**src/rtl/multicycle_control_if.sv**
```systemverilog
// -----------------------------------------------------------------------------
// multicycle_control_if
// Control bundle between the multicycle MIPS control FSM and its datapath.
//   Datapath -> control : opcode[5:0], zero, mem_ready
//   Control -> datapath : pc_write, i_or_d, mem_read, mem_write, ir_write,
//                         mem_to_reg, reg_dst, reg_write, alu_src_a,
//                         alu_src_b[1:0], alu_op[1:0], pc_source[1:0]
//   Status (debug)      : state[3:0], illegal, timeout
// The controller connects through the master modport; the datapath (or a
// bench standing in for it) through the slave modport.
// -----------------------------------------------------------------------------
interface multicycle_control_if;
  logic [5:0] opcode;
  logic       zero;
  logic       mem_ready;

  logic       pc_write;
  logic       i_or_d;
  logic       mem_read;
  logic       mem_write;
  logic       ir_write;
  logic       mem_to_reg;
  logic       reg_dst;
  logic       reg_write;
  logic       alu_src_a;
  logic [1:0] alu_src_b;
  logic [1:0] alu_op;
  logic [1:0] pc_source;

  logic [3:0] state;
  logic       illegal;
  logic       timeout;

  modport master (
    input  opcode, zero, mem_ready,
    output pc_write, i_or_d, mem_read, mem_write, ir_write, mem_to_reg,
           reg_dst, reg_write, alu_src_a, alu_src_b, alu_op, pc_source,
           state, illegal, timeout
  );

  modport slave (
    output opcode, zero, mem_ready,
    input  pc_write, i_or_d, mem_read, mem_write, ir_write, mem_to_reg,
           reg_dst, reg_write, alu_src_a, alu_src_b, alu_op, pc_source,
           state, illegal, timeout
  );
endinterface

```
**src/rtl/multicycle_control.sv**
```systemverilog
// -----------------------------------------------------------------------------
// multicycle_control
// Control FSM sequencing a multicycle MIPS datapath over a single shared
// memory. Supported instructions: R-format (0), beq (4), bne (5), lw (35),
// sw (43). Anything else traps with the sticky illegal flag.
// Memory states (FETCH, MEM_READ, MEM_WRITE) wait for mem_ready; a watchdog
// traps with the sticky timeout flag after MAX_WAIT consecutive wait cycles
// (MAX_WAIT = 0 disables the watchdog).
//
// Ports:
//   clock : rising-edge system clock
//   reset : asynchronous, active-low
//   bus   : multicycle_control_if.master (opcode/zero/mem_ready in, control
//           strobes, mux selects, alu_op, state, illegal, timeout out)
//   cycle_count[31:0], instr_count[31:0] : only when PERF_COUNT_EN is defined
//
// Optional build macro: PERF_COUNT_EN adds the two performance counters.
// -----------------------------------------------------------------------------
module multicycle_control #(
  parameter int MAX_WAIT = 16
) (
  input  logic                 clock,
  input  logic                 reset,
  multicycle_control_if.master bus
`ifdef PERF_COUNT_EN
  ,
  output logic [31:0]          cycle_count,
  output logic [31:0]          instr_count
`endif
);

  localparam logic [5:0] OP_RTYPE = 6'd0;
  localparam logic [5:0] OP_BEQ   = 6'd4;
  localparam logic [5:0] OP_BNE   = 6'd5;
  localparam logic [5:0] OP_LW    = 6'd35;
  localparam logic [5:0] OP_SW    = 6'd43;

  // Counter only has to hold 0..MAX_WAIT-1: the wait cycle that would take it
  // to MAX_WAIT is the one that traps instead.
  localparam int WAIT_W = (MAX_WAIT > 1) ? $clog2(MAX_WAIT) : 1;
  localparam logic [WAIT_W-1:0] WAIT_LIMIT =
      (MAX_WAIT > 0) ? WAIT_W'(MAX_WAIT - 1) : '0;

  typedef enum logic [3:0] {
    S_IDLE      = 4'd0,
    S_FETCH     = 4'd1,
    S_DECODE    = 4'd2,
    S_MEM_ADDR  = 4'd3,
    S_MEM_READ  = 4'd4,
    S_MEM_WB    = 4'd5,
    S_MEM_WRITE = 4'd6,
    S_EXECUTE   = 4'd7,
    S_R_WB      = 4'd8,
    S_BRANCH    = 4'd9,
    S_TRAP      = 4'd10
  } state_t;

  state_t            r_state;
  state_t            w_state_next;
  logic [5:0]        r_opcode;
  logic              r_illegal;
  logic              r_timeout;
  logic [WAIT_W-1:0] r_wait_cnt;

  logic       w_illegal_set;
  logic       w_timeout_set;
  logic       w_in_mem_state;
  logic       w_wait_expired;

  logic       w_pc_write;
  logic       w_i_or_d;
  logic       w_mem_read;
  logic       w_mem_write;
  logic       w_ir_write;
  logic       w_mem_to_reg;
  logic       w_reg_dst;
  logic       w_reg_write;
  logic       w_alu_src_a;
  logic [1:0] w_alu_src_b;
  logic [1:0] w_alu_op;
  logic [1:0] w_pc_source;

  assign w_in_mem_state = (r_state == S_FETCH) || (r_state == S_MEM_READ) ||
                          (r_state == S_MEM_WRITE);

  // mem_ready on the limit cycle still completes the access.
  assign w_wait_expired = (MAX_WAIT > 0) && (r_wait_cnt == WAIT_LIMIT) &&
                          !bus.mem_ready;

  // Next-state and control decode. Everything but pc_write/ir_write is a pure
  // function of the state, so reset forces all strobes low asynchronously.
  always_comb begin
    w_state_next  = r_state;
    w_illegal_set = 1'b0;
    w_timeout_set = 1'b0;
    w_pc_write    = 1'b0;
    w_i_or_d      = 1'b0;
    w_mem_read    = 1'b0;
    w_mem_write   = 1'b0;
    w_ir_write    = 1'b0;
    w_mem_to_reg  = 1'b0;
    w_reg_dst     = 1'b0;
    w_reg_write   = 1'b0;
    w_alu_src_a   = 1'b0;
    w_alu_src_b   = 2'b00;
    w_alu_op      = 2'b00;
    w_pc_source   = 2'b00;

    unique case (r_state)
      S_IDLE: w_state_next = S_FETCH;

      S_FETCH: begin
        // PC + 4 is computed on the ALU while the instruction is read.
        w_mem_read  = 1'b1;
        w_alu_src_b = 2'b01;
        if (bus.mem_ready) begin
          w_ir_write   = 1'b1;
          w_pc_write   = 1'b1;
          w_state_next = S_DECODE;
        end else if (w_wait_expired) begin
          w_timeout_set = 1'b1;
          w_state_next  = S_TRAP;
        end
      end

      S_DECODE: begin
        // Speculative branch target lands in ALUOut for use by BRANCH.
        w_alu_src_b = 2'b11;
        case (bus.opcode)
          OP_LW, OP_SW:   w_state_next = S_MEM_ADDR;
          OP_RTYPE:       w_state_next = S_EXECUTE;
          OP_BEQ, OP_BNE: w_state_next = S_BRANCH;
          default: begin
            w_illegal_set = 1'b1;
            w_state_next  = S_TRAP;
          end
        endcase
      end

      S_MEM_ADDR: begin
        w_alu_src_a  = 1'b1;
        w_alu_src_b  = 2'b10;
        w_state_next = (r_opcode == OP_LW) ? S_MEM_READ : S_MEM_WRITE;
      end

      S_MEM_READ: begin
        w_mem_read = 1'b1;
        w_i_or_d   = 1'b1;
        if (bus.mem_ready) begin
          w_state_next = S_MEM_WB;
        end else if (w_wait_expired) begin
          w_timeout_set = 1'b1;
          w_state_next  = S_TRAP;
        end
      end

      S_MEM_WB: begin
        w_reg_write  = 1'b1;
        w_mem_to_reg = 1'b1;
        w_state_next = S_FETCH;
      end

      S_MEM_WRITE: begin
        w_mem_write = 1'b1;
        w_i_or_d    = 1'b1;
        if (bus.mem_ready) begin
          w_state_next = S_FETCH;
        end else if (w_wait_expired) begin
          w_timeout_set = 1'b1;
          w_state_next  = S_TRAP;
        end
      end

      S_EXECUTE: begin
        w_alu_src_a  = 1'b1;
        w_alu_op     = 2'b10;
        w_state_next = S_R_WB;
      end

      S_R_WB: begin
        w_reg_write  = 1'b1;
        w_reg_dst    = 1'b1;
        w_state_next = S_FETCH;
      end

      S_BRANCH: begin
        // Subtract compares A and B; the taken decision is Mealy on zero.
        w_alu_src_a  = 1'b1;
        w_alu_op     = 2'b01;
        w_pc_source  = 2'b01;
        w_pc_write   = (r_opcode == OP_BEQ) ? bus.zero : ~bus.zero;
        w_state_next = S_FETCH;
      end

      S_TRAP: w_state_next = S_TRAP;

      default: w_state_next = S_IDLE;
    endcase
  end

  always_ff @(posedge clock or negedge reset) begin
    if (!reset) begin
      r_state    <= S_IDLE;
      r_opcode   <= 6'd0;
      r_illegal  <= 1'b0;
      r_timeout  <= 1'b0;
      r_wait_cnt <= '0;
    end else begin
      r_state <= w_state_next;
      if (r_state == S_DECODE) begin
        r_opcode <= bus.opcode;
      end
      if (w_illegal_set) begin
        r_illegal <= 1'b1;
      end
      if (w_timeout_set) begin
        r_timeout <= 1'b1;
      end
      // Any state change restarts the count, so each memory state is entered
      // with a fresh budget; only stalled memory cycles advance it.
      if (w_state_next != r_state) begin
        r_wait_cnt <= '0;
      end else if (w_in_mem_state && !bus.mem_ready) begin
        r_wait_cnt <= r_wait_cnt + 1'b1;
      end
    end
  end

  assign bus.pc_write   = w_pc_write;
  assign bus.i_or_d     = w_i_or_d;
  assign bus.mem_read   = w_mem_read;
  assign bus.mem_write  = w_mem_write;
  assign bus.ir_write   = w_ir_write;
  assign bus.mem_to_reg = w_mem_to_reg;
  assign bus.reg_dst    = w_reg_dst;
  assign bus.reg_write  = w_reg_write;
  assign bus.alu_src_a  = w_alu_src_a;
  assign bus.alu_src_b  = w_alu_src_b;
  assign bus.alu_op     = w_alu_op;
  assign bus.pc_source  = w_pc_source;
  assign bus.state      = r_state;
  assign bus.illegal    = r_illegal;
  assign bus.timeout    = r_timeout;

`ifdef PERF_COUNT_EN
  logic [31:0] r_cycle_count;
  logic [31:0] r_instr_count;
  logic        w_instr_done;

  // An instruction retires when its last state hands control back to FETCH.
  assign w_instr_done = (w_state_next == S_FETCH) &&
                        ((r_state == S_MEM_WB) || (r_state == S_MEM_WRITE) ||
                         (r_state == S_R_WB) || (r_state == S_BRANCH));

  always_ff @(posedge clock or negedge reset) begin
    if (!reset) begin
      r_cycle_count <= 32'd0;
      r_instr_count <= 32'd0;
    end else begin
      if ((r_state != S_IDLE) && (r_state != S_TRAP)) begin
        r_cycle_count <= r_cycle_count + 32'd1;
      end
      if (w_instr_done) begin
        r_instr_count <= r_instr_count + 32'd1;
      end
    end
  end

  assign cycle_count = r_cycle_count;
  assign instr_count = r_instr_count;
`endif

endmodule

```
**src/flat_wrapper.sv**
```systemverilog
// flat-port wrapper written by rule: the top's interface ports become plain ports
module multicycle_control_flat 
#(
  parameter int MAX_WAIT = 16
)
  (clock, reset, bus_opcode, bus_zero, bus_mem_ready, bus_pc_write, bus_i_or_d, bus_mem_read, bus_mem_write, bus_ir_write, bus_mem_to_reg, bus_reg_dst, bus_reg_write, bus_alu_src_a, bus_alu_src_b, bus_alu_op, bus_pc_source, bus_state, bus_illegal, bus_timeout);
  multicycle_control_if bus_i ();
  input  logic clock;
  input  logic reset;
  input wire logic [$bits(bus_i.opcode)-1:0] bus_opcode;
  input wire logic [$bits(bus_i.zero)-1:0] bus_zero;
  input wire logic [$bits(bus_i.mem_ready)-1:0] bus_mem_ready;
  output wire logic [$bits(bus_i.pc_write)-1:0] bus_pc_write;
  output wire logic [$bits(bus_i.i_or_d)-1:0] bus_i_or_d;
  output wire logic [$bits(bus_i.mem_read)-1:0] bus_mem_read;
  output wire logic [$bits(bus_i.mem_write)-1:0] bus_mem_write;
  output wire logic [$bits(bus_i.ir_write)-1:0] bus_ir_write;
  output wire logic [$bits(bus_i.mem_to_reg)-1:0] bus_mem_to_reg;
  output wire logic [$bits(bus_i.reg_dst)-1:0] bus_reg_dst;
  output wire logic [$bits(bus_i.reg_write)-1:0] bus_reg_write;
  output wire logic [$bits(bus_i.alu_src_a)-1:0] bus_alu_src_a;
  output wire logic [$bits(bus_i.alu_src_b)-1:0] bus_alu_src_b;
  output wire logic [$bits(bus_i.alu_op)-1:0] bus_alu_op;
  output wire logic [$bits(bus_i.pc_source)-1:0] bus_pc_source;
  output wire logic [$bits(bus_i.state)-1:0] bus_state;
  output wire logic [$bits(bus_i.illegal)-1:0] bus_illegal;
  output wire logic [$bits(bus_i.timeout)-1:0] bus_timeout;
  assign bus_i.opcode = bus_opcode;
  assign bus_i.zero = bus_zero;
  assign bus_i.mem_ready = bus_mem_ready;
  assign bus_pc_write = bus_i.pc_write;
  assign bus_i_or_d = bus_i.i_or_d;
  assign bus_mem_read = bus_i.mem_read;
  assign bus_mem_write = bus_i.mem_write;
  assign bus_ir_write = bus_i.ir_write;
  assign bus_mem_to_reg = bus_i.mem_to_reg;
  assign bus_reg_dst = bus_i.reg_dst;
  assign bus_reg_write = bus_i.reg_write;
  assign bus_alu_src_a = bus_i.alu_src_a;
  assign bus_alu_src_b = bus_i.alu_src_b;
  assign bus_alu_op = bus_i.alu_op;
  assign bus_pc_source = bus_i.pc_source;
  assign bus_state = bus_i.state;
  assign bus_illegal = bus_i.illegal;
  assign bus_timeout = bus_i.timeout;
  multicycle_control #(.MAX_WAIT(MAX_WAIT)) u_core (.clock(clock), .reset(reset), .bus(bus_i));
endmodule
```
**config.mk**
```make
export PLATFORM = sky130hd
export DESIGN_NAME = multicycle_control_flat
export DESIGN_NICKNAME = d
export VERILOG_FILES = /design/src/rtl/multicycle_control_if.sv /design/src/rtl/multicycle_control.sv /design/src/flat_wrapper.sv
export SDC_FILE = /design/constraint.sdc
export NUM_CORES = 1
export LEC_CHECK = 0
export CAP_MARGIN = 20
export CORE_MARGIN = 2
export CORE_UTILIZATION = 35
export DETAILED_ROUTE_END_ITERATION = 10
export PLACE_DENSITY_LB_ADDON = 0.05
export SYNTH_ARGS = -nofsm -noshare
export SYNTH_HDL_FRONTEND = slang
export SYNTH_SLANG_ARGS = --single-unit
```
**constraint.sdc**
```tcl
create_clock -name clock -period 4.13 [get_ports clock]
set_input_delay 1.239 -clock clock [delete_from_list [all_inputs] [get_ports clock]]
set_output_delay 1.239 -clock clock [all_outputs]
set_load 0.02 [all_outputs]
```
==> impl.org <==
** Clock tree
- After clock tree synthesis, the repair step resized 0 gates.
- CTS built an H-tree with a depth of 1.
- The clock passes through at most 2 buffers.
- Clock-pin slew was measured on the worst setup and hold paths at 0.09 ns.
- The later pin in the worst-skew pair is clocked with a latency of 0.29 ns.
- TritonCTS built the clock tree.
- Clk Tree Root Cell :: sky130_fd_sc_hd__clkbuf_4
- Hold buffers post-CTS :: 0
- Setup Fix Bufs, Post-CTS :: 0
- Total clock buffers created by CTS :: 3
- Number of sinks on the clock net :: 16

** Critical path
- Highest-delay cell along the critical path :: sky130_fd_sc_hd__clkdlybuf4s50_1
- Critical path launch point type :: input pin
- Worst Path Required :: between 2 and 3 ns
- CP Buf/Inv Count :: 2
- CP top delay family :: buffers and inverters
- Stage delay of the slowest cell on the critical path :: between 0.5 and 0.6 ns
- In this run the worst path has a maximum fanout of 3.
- Library cell appearing most often on the critical path :: sky130_fd_sc_hd__clkdlybuf4s50_1
- STA classifies the critical path endpoint as a primary output.
- By startpoint and endpoint, the worst setup path is classified as in2out.
- Arrival time at the worst endpoint :: roughly 2.8 ns
- Sequence of cells on the critical path :: clkdlybuf4s50_1 > o211ai_1 > nor2_1 > a21o_1 > clkdlybuf4s50_1

** Route
- DR DRC count :: 0
- Via count :: 1077
- Total iterations of the first detailed-routing run :: 5
- After detailed routing, the total wire length is between 2000 and 3000 um.
- Vias/cell :: 5.23
- Dividing the detail-routed wire length by the instance count gives 14.4 um.
- DRT iter0 DRCs :: 44
- The detail route stage leaves a number of antenna-violating nets equal to 0.

** GRT
- Global-route total usage across every layer :: 15.7%
- Entering global routing, the biggest net connects 21 pins.
- Total global routing overflow :: 0
- Vias in the first global route :: 1032
- The number of antenna violations at the first check in global routing came to 0.
- The first global-routing pass estimated 4940 um of wire.

** Outcome
- Status :: finished, final reports clean

** Flow run
- Max-cap check violation count :: 0

** Yosys
- Cells after synthesis :: 135
- Counting distinct cell types in the post-synthesis netlist gives 48.
- Post-synth EDFFs :: 0
- Dividing the synthesized area by the synthesized cell count gives a little under 9 um^2.
- During synthesis, Yosys emitted a total of 0 warnings.
- The synthesized design contains 16 register bits.
- Cell accounting for the most synthesized area :: sky130_fd_sc_hd__dfrtp_1
- Of all flip-flops after synthesis, the portion carrying an async set or reset was 100%.
- Yosys instantiated no cell more often than sky130_fd_sc_hd__nor2_1.
- The most used flip-flop cell after synthesis is sky130_fd_sc_hd__dfrtp_1.
- After synthesis, the most frequently instantiated cells are 17 x sky130_fd_sc_hd__nor2_1, 16 x sky130_fd_sc_hd__dfrtp_1, 6 x sky130_fd_sc_hd__a21oi_1, 6 x sky130_fd_sc_hd__mux2_2.
- Synth Net Count :: 146
- Of the post-synthesis cell area, the dominant cell type holds 33.6%.
- The mapped netlist covers 1190 um^2.
- Sequential cells were found to cover 33.6% of the synthesized design area.
- In the post-synthesis netlist, the biggest area contributors are sky130_fd_sc_hd__dfrtp_1 34%, sky130_fd_sc_hd__mux2_2 5.7%, sky130_fd_sc_hd__nor2_1 5.4%.

** Timing
- Worst-margin pin slew :: 0.852 ns
- The count of final max-slew check failures was 0.
- After layout, the worst path uses between 90% and 100% of the clock period.
- Worst Clk Skew :: 0.00101 ns
- The number of hold-slack violations in the final timing report came to 0.
- For the finished layout, the period the worst path requires is around 4 ns.
- For this run, the top clock speed supported by timing is 246 MHz.
- Setup_tns :: 0 ns
- Setup repair after global routing missed its margin :: no
- Number of setup violations in the final report :: 0
- Worst max-slew margin expressed relative to the limit :: a little over two fifths

** Placement
- Port Buffers :: 29
- Once placement finished, the instance area stood at 1500 um^2.
- At the end of routability-driven placement, the weighted congestion stood at ~0.77.
- Estimated wirelength of the detail-placed design :: 2240 um

** Finish
- In the final design database the tool counted 173 nets.
- After routing the design area is 1520 um^2.
- Summing all multi-input logic gate instances after layout gives around 700 um^2.
- Share of layout cells above drive strength 1 :: 15.0%
- Fill cell instance count of the final layout :: roughly 340
- Area delta synth->final :: 27.5%
- Number of diodes added for antenna fixing :: 0
- Across the whole layout, storage elements account for about 400 um^2.
- Utilization after layout :: ~46%

** Floorplanning
- For this design the top-level I/O count stands at 31.
- For this configuration, the core starts out at a cell density of 36.0%.
- Die Outline Area :: 3890 um^2
- The region available for standard cell placement spans ~3300 um^2.
- From left edge to right edge, the die measures 62.3 um.
- Die Height :: about 62 um
- Row generation in the floorplan step produced 21 rows.

** Power and ir drop
- The completed layout was analyzed and its total power is 1040 uW.
- The worst-case IR drop observed on VDD is roughly 0.22 mV.
- Leakage Power :: around 0.00061 uW
- In this run the power density over the cells is 686 nW/um^2.

** Worst hold path
- The min-delay analysis places its worst path in the category reg2reg.
-- kinds of logic (layout without fill, tap and decap cells) --
group	count (synthesis)	after routing	synth area share, %
adders and majority gates	1	1	1.05
other	1	1	0.315
xor gates and xnor gates	5	5	3.68
muxes	6	6	5.67
buffers and inverters	16	41	7.67
and+or+nand+nor	60	60	30.3
AOI/OAI and AO/OA	30	30	17.8
DFF	16	16	33.6
-- path summary, 6_finish.rpt --
path,start,endpoint,slack (ns),cells past startpoint
hold reg to reg,u_core.bus.timeout$_DFFE_PN0P_,u_core.bus.timeout$_DFFE_PN0P_,0.49,1
hold / removal,u_core.bus.timeout$_DFFE_PN0P_,u_core.bus.timeout$_DFFE_PN0P_,0.49,1
max in group asynchronous,reset,u_core.r_wait_cnt[2]$_DFFE_PN0P_,2.28,1
min in group asynchronous,reset,u_core.r_opcode[5]$_DFFE_PN0P_,1.38,1
setup / recovery,bus_mem_ready,bus_pc_write,0.06,5
setup reg to reg,u_core.r_wait_cnt[0]$_DFFE_PN0P_,u_core.r_wait_cnt[3]$_DFFE_PN0P_,1.86,6
-- layer usage --
| layer | GRT usage (%) | up-vias | routed length, um |
|---|---|---|---|
| met3 | 2.90 | 2 | 115 |
| li1 | - | 535 | - |
| met2 | 24.3 | 31 | 1320 |
| met1 | 22.0 | 509 | 1490 |
| met4 | 5.83 | 0 | 25 |
| met5 | 0 | - | 0 |
-- through the flow --
step                      instances  hold WS (ns)  setup slack, ns
after global routing            206         0.511          0.00162
after floorplan                 135         0.488            0.775
final                           206         0.488           0.0612
after CTS                       206         0.488           0.0434
after global placement          203         0.457           0.0733
after detailed placement        203         0.458           0.0531
-- cell usage in the layout, fill, tap and decap left out, drive strengths merged, types with 3 or more instances in the layout --
cell type	instances
clkbuf	3
and2	4
buf	4
clkdlybuf4s50	29
a21oi	7
nor2	17
dfrtp	16
o31ai	3
nor4	5
nand2b	3
nand2	5
inv	5
nor3	5
nor2b	4
a21o	3
mux2	6
or2	4
o21ai	4
o32ai	3
xnor2	4
nand3	3
-- final cells by class --
type	count	share of cell area, %
multi-input cells	103	46.0
repair buffers	33	21.1
flip-flops and latches	16	26.4
clock buffers	3	1.48
well taps	46	3.79
inverters	5	1.24
-- power by group --
part / internal, uW / switching (uW)
registers: 210 / 94.0
logic: 321 / 334
clock network: 33.9 / 49.9
-- worst reg2reg max path, cell delays in order, from the launching register on --
cell                        delay (ns)
sky130_fd_sc_hd__dfrtp_1          0.42
sky130_fd_sc_hd__ha_1             0.22
sky130_fd_sc_hd__nand3_1          0.21
sky130_fd_sc_hd__nor2_1           0.08
sky130_fd_sc_hd__a2111oi_0        0.73
sky130_fd_sc_hd__nor2_1           0.19
sky130_fd_sc_hd__nor4_1           0.32
-- state kept, by name, indices dropped and copies added, names as in the netlist --
| signal | cells |
|---|---|
| u_core.r_wait_cnt | 4 |
| u_core.bus.state | 4 |
| u_core.r_opcode | 6 |
| u_core.bus.timeout | 1 |
| u_core.bus.illegal | 1 |
Note: power is estimated with default switching activity, not from simulation.
